[src/rtl/fifo_block_packer.sv]
// rtl/fifo_block_packer.sv - packs 32-bit FIFO words into 128-bit AES blocks
// Purpose:
//   Pops WORDS words from the upstream data FIFO (one-cycle read latency),
//   shifts them into a block register and offers the block on a valid/ready
//   handshake, holding it stable until it is accepted.
// Ports:
//   clk_i         single clock, rising edge
//   reset_i       synchronous active-high reset (clears blk_data as well)
//   clear_i       synchronous abort of the partial or held block (keeps blk_data)
//   fifo_empty_i  upstream FIFO empty flag
//   fifo_rd_o     FIFO pop request
//   fifo_data_i   FIFO read data, valid the cycle after fifo_rd_o
//   blk_data_o    assembled block, first word in the MSBs
//   blk_valid_o   block available
//   blk_ready_i   consumer accepts when blk_valid_o && blk_ready_i
//   word_count_o  words captured into the current block
module fifo_block_packer #(
  parameter int WORD_W = 32,
  parameter int WORDS  = 4,
  parameter int CNT_W  = 3
) (
  input  logic                     clk_i,
  input  logic                     reset_i,
  input  logic                     clear_i,
  input  logic                     fifo_empty_i,
  output logic                     fifo_rd_o,
  input  logic [WORD_W-1:0]        fifo_data_i,
  output logic [WORD_W*WORDS-1:0]  blk_data_o,
  output logic                     blk_valid_o,
  input  logic                     blk_ready_i,
  output logic [CNT_W-1:0]         word_count_o
);

  localparam int BLK_W = WORD_W * WORDS;
  localparam logic [CNT_W-1:0] WORDS_C = CNT_W'(WORDS);

  typedef enum logic {FILL = 1'b0, FULL = 1'b1} state_e;

  state_e              state_q, state_d;
  logic [BLK_W-1:0]    blk_data_q, blk_data_d;
  logic                blk_valid_q, blk_valid_d;
  logic [CNT_W-1:0]    word_count_q, word_count_d;
  logic                rd_pend_q, rd_pend_d;

  logic [CNT_W-1:0]    committed;
  logic [CNT_W-1:0]    wc_inc;
  logic                fifo_rd;
  logic                handshake;

  // Words already captured plus the one in flight; caps pops at WORDS per block.
  assign committed = word_count_q + CNT_W'(rd_pend_q);
  assign wc_inc    = word_count_q + CNT_W'(1);
  assign fifo_rd   = (state_q == FILL) && !fifo_empty_i && !clear_i && !reset_i
                     && (committed < WORDS_C);
  assign handshake = blk_valid_q && blk_ready_i;

  always_comb begin
    state_d      = state_q;
    blk_data_d   = blk_data_q;
    blk_valid_d  = blk_valid_q;
    word_count_d = word_count_q;
    rd_pend_d    = fifo_rd;

    case (state_q)
      FILL: begin
        // Read data arrives the cycle after the pop; shift it in then.
        if (rd_pend_q) begin
          blk_data_d   = {blk_data_q[BLK_W-WORD_W-1:0], fifo_data_i};
          word_count_d = wc_inc;
          if (wc_inc == WORDS_C) begin
            state_d     = FULL;
            blk_valid_d = 1'b1;
          end
        end
      end
      FULL: begin
        // blk_data is left as is; the next block overwrites it by shifting.
        if (handshake) begin
          state_d      = FILL;
          blk_valid_d  = 1'b0;
          word_count_d = '0;
        end
      end
    endcase

    // Clear beats a simultaneous handshake and discards any in-flight word.
    if (clear_i) begin
      state_d      = FILL;
      blk_valid_d  = 1'b0;
      word_count_d = '0;
      rd_pend_d    = 1'b0;
    end
  end

  always_ff @(posedge clk_i) begin
    if (reset_i) begin
      state_q      <= FILL;
      blk_data_q   <= '0;
      blk_valid_q  <= 1'b0;
      word_count_q <= '0;
      rd_pend_q    <= 1'b0;
    end else begin
      state_q      <= state_d;
      blk_data_q   <= blk_data_d;
      blk_valid_q  <= blk_valid_d;
      word_count_q <= word_count_d;
      rd_pend_q    <= rd_pend_d;
    end
  end

  assign fifo_rd_o    = fifo_rd;
  assign blk_data_o   = blk_data_q;
  assign blk_valid_o  = blk_valid_q;
  assign word_count_o = word_count_q;

endmodule

[config.mk]
export PLATFORM = sky130hd
export DESIGN_NAME = fifo_block_packer
export DESIGN_NICKNAME = d
export VERILOG_FILES = /design/src/rtl/fifo_block_packer.sv
export SDC_FILE = /design/constraint.sdc
export NUM_CORES = 1
export LEC_CHECK = 0
export CAP_MARGIN = 20
export CORE_UTILIZATION = 48
export DETAILED_ROUTE_END_ITERATION = 10
export PLACE_DENSITY = 0.85
export SYNTH_ARGS = -nofsm -noshare
export SYNTH_HDL_FRONTEND = slang
export SYNTH_SLANG_ARGS = --single-unit
export TNS_END_PERCENT = 50
[constraint.sdc]
create_clock -name clk_i -period 2.85 [get_ports clk_i]
set_input_delay 0.57 -clock clk_i [delete_from_list [all_inputs] [get_ports clk_i]]
set_output_delay 0.57 -clock clk_i [all_outputs]
set_load 0.01 [all_outputs]
### Word level (Yosys, flattened, before mapping)

Index checks and enable logic that the tools add are counted.
Widths: inputs -> output; s select.

| cells by class | value |
|---|---|
| $add $sub $neg | 2 |
| $lt $le $gt $ge | 1 |
| equality and inequality tests | 4 |
| muxes and demuxes | 11 |
| bitwise logic cells | 1 |
| reductions and logical operators | 12 |

Operator list:

| operator | count |
|---|---|
| $mux 1 | 6 |
| $mux 3 | 2 |
| $pmux 3 s2 | 1 |
| $logic_and 1x1->1 | 5 |
| $ne 2x1->1 const B | 2 |
| $pmux 1 s2 | 2 |
| $reduce_and 2->1 | 2 |
| $add 3x1->3 | 1 |
| $add 3x1->3 const B | 1 |
| $eq 3x3->1 const B | 1 |
| $logic_not 1->1 | 3 |
| $lt 3x3->1 const B | 1 |
| $reduce_and 3->1 | 1 |
| $ne 2x2->1 const B | 1 |
| $reduce_or 2->1 | 1 |
| $not 1->1 | 1 |

| storage, ports and cells | value |
|---|---|
| flip-flop bits (word level) | 134 |
| output and inout bits | 133 |
| logic and storage cells | 36 |

### Longest topological paths before layout

Gate-level depths: netlist of run 1.

| depth | value |
|---|---|
| depth after elaboration | 5 |
| gate-level depth with buffers | 6 |

### Worst setup path before layout of run 1

OpenSTA, ideal clock, no wires.

| timing | value |
|---|---|
| kind | input -> output |
| from | input port clear_i |
| to | output port fifo_rd_o |
| arrival | 1.358 ns |
| slack | 0.922 ns |
| cell stages on the path | 3 |
| cells stage by stage | or2_2 > clkbuf_1 > nor4_1 |

| between the ends | value |
|---|---|
| word-level cells in the longest chain between the ends | 4 |

RTL lines:

| what | line | text |
|---|---|---|
| start: declaration | 24 | `input logic clear_i,` |
| $logic_not 1->1 | 53 | `assign fifo_rd = (state_q == FILL) && !fifo_empty_i && !clear_i && !reset_i` |
| $logic_and 1x1->1 (2 in a row) | 53 |  |
| $logic_and 1x1->1 | 54 | `&& (committed < WORDS_C);` |
| end: declaration | 26 | `output logic fifo_rd_o,` |

No other way between the ends.

### Worst setup path after layout of run 1

Same ends and word-level chain as after synthesis.

==> results, run 1 <==
- The final-report setup violation count is 0.
- The worst setup path is launched from an input pin.
- The initial utilization of the core area, before any placement, comes to 50.45%.
- Clock tree synthesis found a total of about 130 sinks.
- The CTS tree is built.
- The count of different cell masters after synthesis is 17.
- The total clock buffers created by CTS is 17.
- The detailed router placed ~4400 vias in this run.
- In this run, post-CTS repair resized a total of 0 instances.
- Of all nets on the critical path, the largest fanout is 7.
- The post-synthesis cell type with the largest combined area is dfxtp_1.
- The largest stage delay on the critical path is slightly below 0.6 ns.
- The clock-pin slew of the registers on the worst-case setup and hold paths is roughly 0.06 ns.
- After the last flow step, the layout net total stands at ~780.
- The setup slack on the worst flop-to-flop path is around 1.3 ns.
- The class of the tightest hold or removal check is input pin to flop.
- The number of hold buffers added after cts is 0.
- The number of antenna violations at the first check in global routing is 0.
- The share of the Yosys chip area taken by registers is a little under three fifths.
- The final critical path takes up a little over nine tenths of the cycle.
- Synthesis produced a netlist with a net count of around 630.
- The flow ran to the end, and the final reports show no timing, DRC or antenna violations.
- The critical path arrival is roughly 2.1 ns.
- The mean routed wirelength per cell is 14.52 um.
- The area of the die is between 0.01 and 0.015 mm^2.
- The number of buffers added for setup after CTS is 0.
- The die is 101.5 um wide.
- The maximum VDD drop is 0.0003847 V.
- The shortest clock period the worst path allows after layout is roughly 2.7 ns.
- The register area is ~0.0027 mm^2.
- Across the routed clock network, the largest skew measured is roughly 0.0084 ns.
- The total DRC errors in the routed layout is 0.
- The congestion estimate from routability-driven global placement came to between 0.8 and 0.9.
- Summed over all failing endpoints, the final setup total negative slack is 0 ns.
- Cells with a size suffix above 1 make up ~6.3% of the layout.
- The worst path meets setup with approximately 0.17 ns of slack.
- For the pin with the worst max-slew slack, the measured transition is around 0.75 ns.
- By area the synthesized netlist is led by dfxtp_1 56%, nand2_1 21%, a21oi_1 13%.
- The critical path goes through clkdlybuf4s50_1, or2_2, nor4_1, clkdlybuf4s50_1.
- The worst hold path passes through 3 cells.
- On the critical path the largest part of the delay comes from buffers and inverters.
- The mean instance size in the synthesized netlist is between 8 and 9 um^2.
- The critical path in this run is classified as input pin to primary output.
- The path with the worst hold slack has its endpoint at state_q.
- From bottom edge to top edge, the die measures between 100 and 150 um.
- The clock reaches the later pin of the worst-skew pair after about 0.50 ns.
- The path depth of the worst reg2reg path is 4.
- Entering global routing, the biggest net connects around 130 pins.
- The tool flagged a number of max-cap violations equal to 0.
- Using the TritonRoute via totals, the vias-per-cell ratio works out to around 5.0.
- The max-slew violation count is 0.
- The antenna diode count is 0.
- Setup repair after global routing left no endpoint under its margin.
- The first global-routing pass estimated 19820 um of wire.
- The number of search-and-repair iterations in the first detailed-routing pass is 7.
- During synthesis, Yosys emitted a total of 0 warnings.
- The detailed router finished its first iteration with between 200 and 300 violations.
- The buffering stage count on the worst path with inverters included is 2.
- The multi-input combinational cells in the finished layout cover a total of between 0.0015 and 0.002 mm^2.
- In this run the static leakage power is between 2 and 2.5 nW.
- The cell at the slowest stage of the critical path is clkdlybuf4s50_1.
- The longest clock path from root to sink contains 2 buffers.
- The worst-case setup slack after placement is 0.1636 ns.
- The hold path startpoint is reset_i.
- From synthesis to final layout, the design area changed by 47.34%.
- The aggregate routed wire length is between 10000 and 15000 um.
- After filler insertion, the fill cell instance count of the layout stands at 708.
- STA classifies the critical path endpoint as a primary output.
- The count of standard-cell rows is 35.
- The final count of hold timing violations is 0.
- The power density over the cells is around 620 mW/mm^2.
- The proportion of netlist area held by the largest area contributor is a little under three fifths.
- CTS placed an instance of clkbuf_8 at the clock tree root.
- The worst register-to-register path ends at blk_data_o[50].
- The number of buffers added on ports is between 150 and 200.
- The number of global-route vias before repair is between 4000 and 5000.
- The launch instance of the worst register-to-register path is rd_pend_q.
- The overall global routing resource usage is approximately a quarter.
- The achievable frequency is around 370 MHz.
- The critical path data required time is roughly 2.3 ns.
- The placed wire-length estimate is 8274 um.
- In the synthesized netlist, the number of instances is a little under 600.
- The most frequent cell on the critical path is clkdlybuf4s50_1.
- The core outline area is 0.009415 mm^2.
- After global routing the overflow that remains totals 0.
- The synthesized design contains 134 register bits.
- The worst slew slack as a fraction of its limit is 49.98%.
- The H-tree was split into 4 levels.
- The count of nets left with antenna violations once routing finished came out at 0.
- The synthesized netlist occupies a cell area of 0.004750 mm^2.
- The boundary pin count is 170.
-- synthesized netlist by cell type, drive strengths merged --
cell      n
a21oi   133
clkbuf   18
nand2   262
nand2b    2
dfxtp   134
or2       1
ha        2
nor2b     1
nand3     6
xor2      1
buf      27
xnor2     1
nor4      2
-- routing by layer --
metal  vias to the layer above  GRT usage [%]  wire length (um)  part of all wire, %
met2                       177          38.98              6209                   49
met4                         0          13.82               376                  3.0
li1                       2185              -                 -                    -
met3                        27          6.556               689                  5.4
met1                      1972          31.81              5457                   43
met5                         -              0                 0                    0
-- worst reg2reg max path: cells and delay by family (launching register included) --
family / cells / cell delay [ns]
DFF: 1 / 0.40
AOI/OAI and AO/OA: 1 / 0.16
and+or+nand+nor: 2 / 0.52
buffers and inverters: 1 / 0.44
-- where the power goes --
group	switching (W)	internal, W	total, W
Clock	0.000790	0.00141	0.00220
Sequential	0.0000166	0.00189	0.00191
Combinational	0.000111	0.0000951	0.000206
-- worst max-delay path by stage --
stage                     end  cells after the start  slack, ns  startpoint
finish              fifo_rd_o                      4       0.17     clear_i
global route        fifo_rd_o                      4       0.12     clear_i
CTS                 fifo_rd_o                      4       0.17     clear_i
detailed placement  fifo_rd_o                      4       0.16     clear_i
global placement    fifo_rd_o                      4       0.20     clear_i
floorplan           fifo_rd_o                      3       0.92     clear_i
-- through the flow --
| stage | total power [W] | hold WS (ns) | std cells | utilization (%) | area (um^2) |
|---|---|---|---|---|---|
| finish | 0.004319 | 0.4191 | 877 | 74.33 | 6998 |
| global route | 0.004456 | 0.3983 | 877 | 74.33 | 6998 |
| CTS | 0.004347 | 0.3896 | 877 | 74.33 | 6998 |
| detailed placement | 0.002155 | 0.4494 | 847 | 67.97 | 6400 |
| global placement | 0.002151 | 0.4416 | 847 | 67.97 | 6400 |
| floorplan | 0.002056 | 0.4805 | 590 | - | 4750 |
-- cells in the final DEF (no fill, tap or decap), types with 2 or more instances in the layout --
| master | n |
|---|---|
| clkdlybuf4s50_1 | 168 |
| clkinv_2 | 2 |
| bufinv_16 | 4 |
| a21oi_1 | 123 |
| dfxtp_1 | 134 |
| nand3_1 | 6 |
| clkinvlp_4 | 2 |
| clkbuf_16 | 16 |
| a21oi_2 | 10 |
| buf_4 | 3 |
| ha_1 | 2 |
| nor4_1 | 2 |
| buf_12 | 2 |
| nand2_1 | 262 |
| clkinv_4 | 3 |
-- cells by family (layout without fill, tap and decap cells) --
logic type | count (synthesis) | after routing | share of synthesized area [%]
buf+inv | 45 | 203 | 5.690
xor+xnor | 2 | 2 | 0.3689
compound gates | 133 | 133 | 14.80
simple gates | 274 | 274 | 22.13
fa+ha+maj | 2 | 2 | 0.5268
flops | 134 | 134 | 56.48
-- flip-flops by register name, summed over array words and instances, names as in the netlist --
| register | count |
|---|---|
| rd_pend_q | 1 |
| blk_valid_o | 1 |
| word_count_o | 3 |
| state_q | 1 |
| blk_data_o | 128 |
-- layout make-up --
| cell class | instances | share of cell area, % |
|---|---|---|
| clock inverters | 12 | 2.575 |
| clock buffers | 18 | 5.972 |
| flip-flops and latches | 134 | 38.33 |
| repair buffers | 173 | 24.92 |
| multi-input cells | 411 | 25.89 |
| well taps | 129 | 2.306 |
Power figures use the tool's default switching activity.
==> inputs of run 2 (changes only) <==
--- a/config.mk
+++ b/config.mk
@@ -8,6 +8,7 @@
 export CAP_MARGIN = 20
 export CORE_UTILIZATION = 48
 export DETAILED_ROUTE_END_ITERATION = 10
+export GPL_ROUTABILITY_DRIVEN = 0
 export PLACE_DENSITY = 0.85
 export SYNTH_ARGS = -nofsm -noshare
 export SYNTH_HDL_FRONTEND = slang
==> results of run 2 <==
The final DEF is identical to that of run 1; final timing and power are the same.
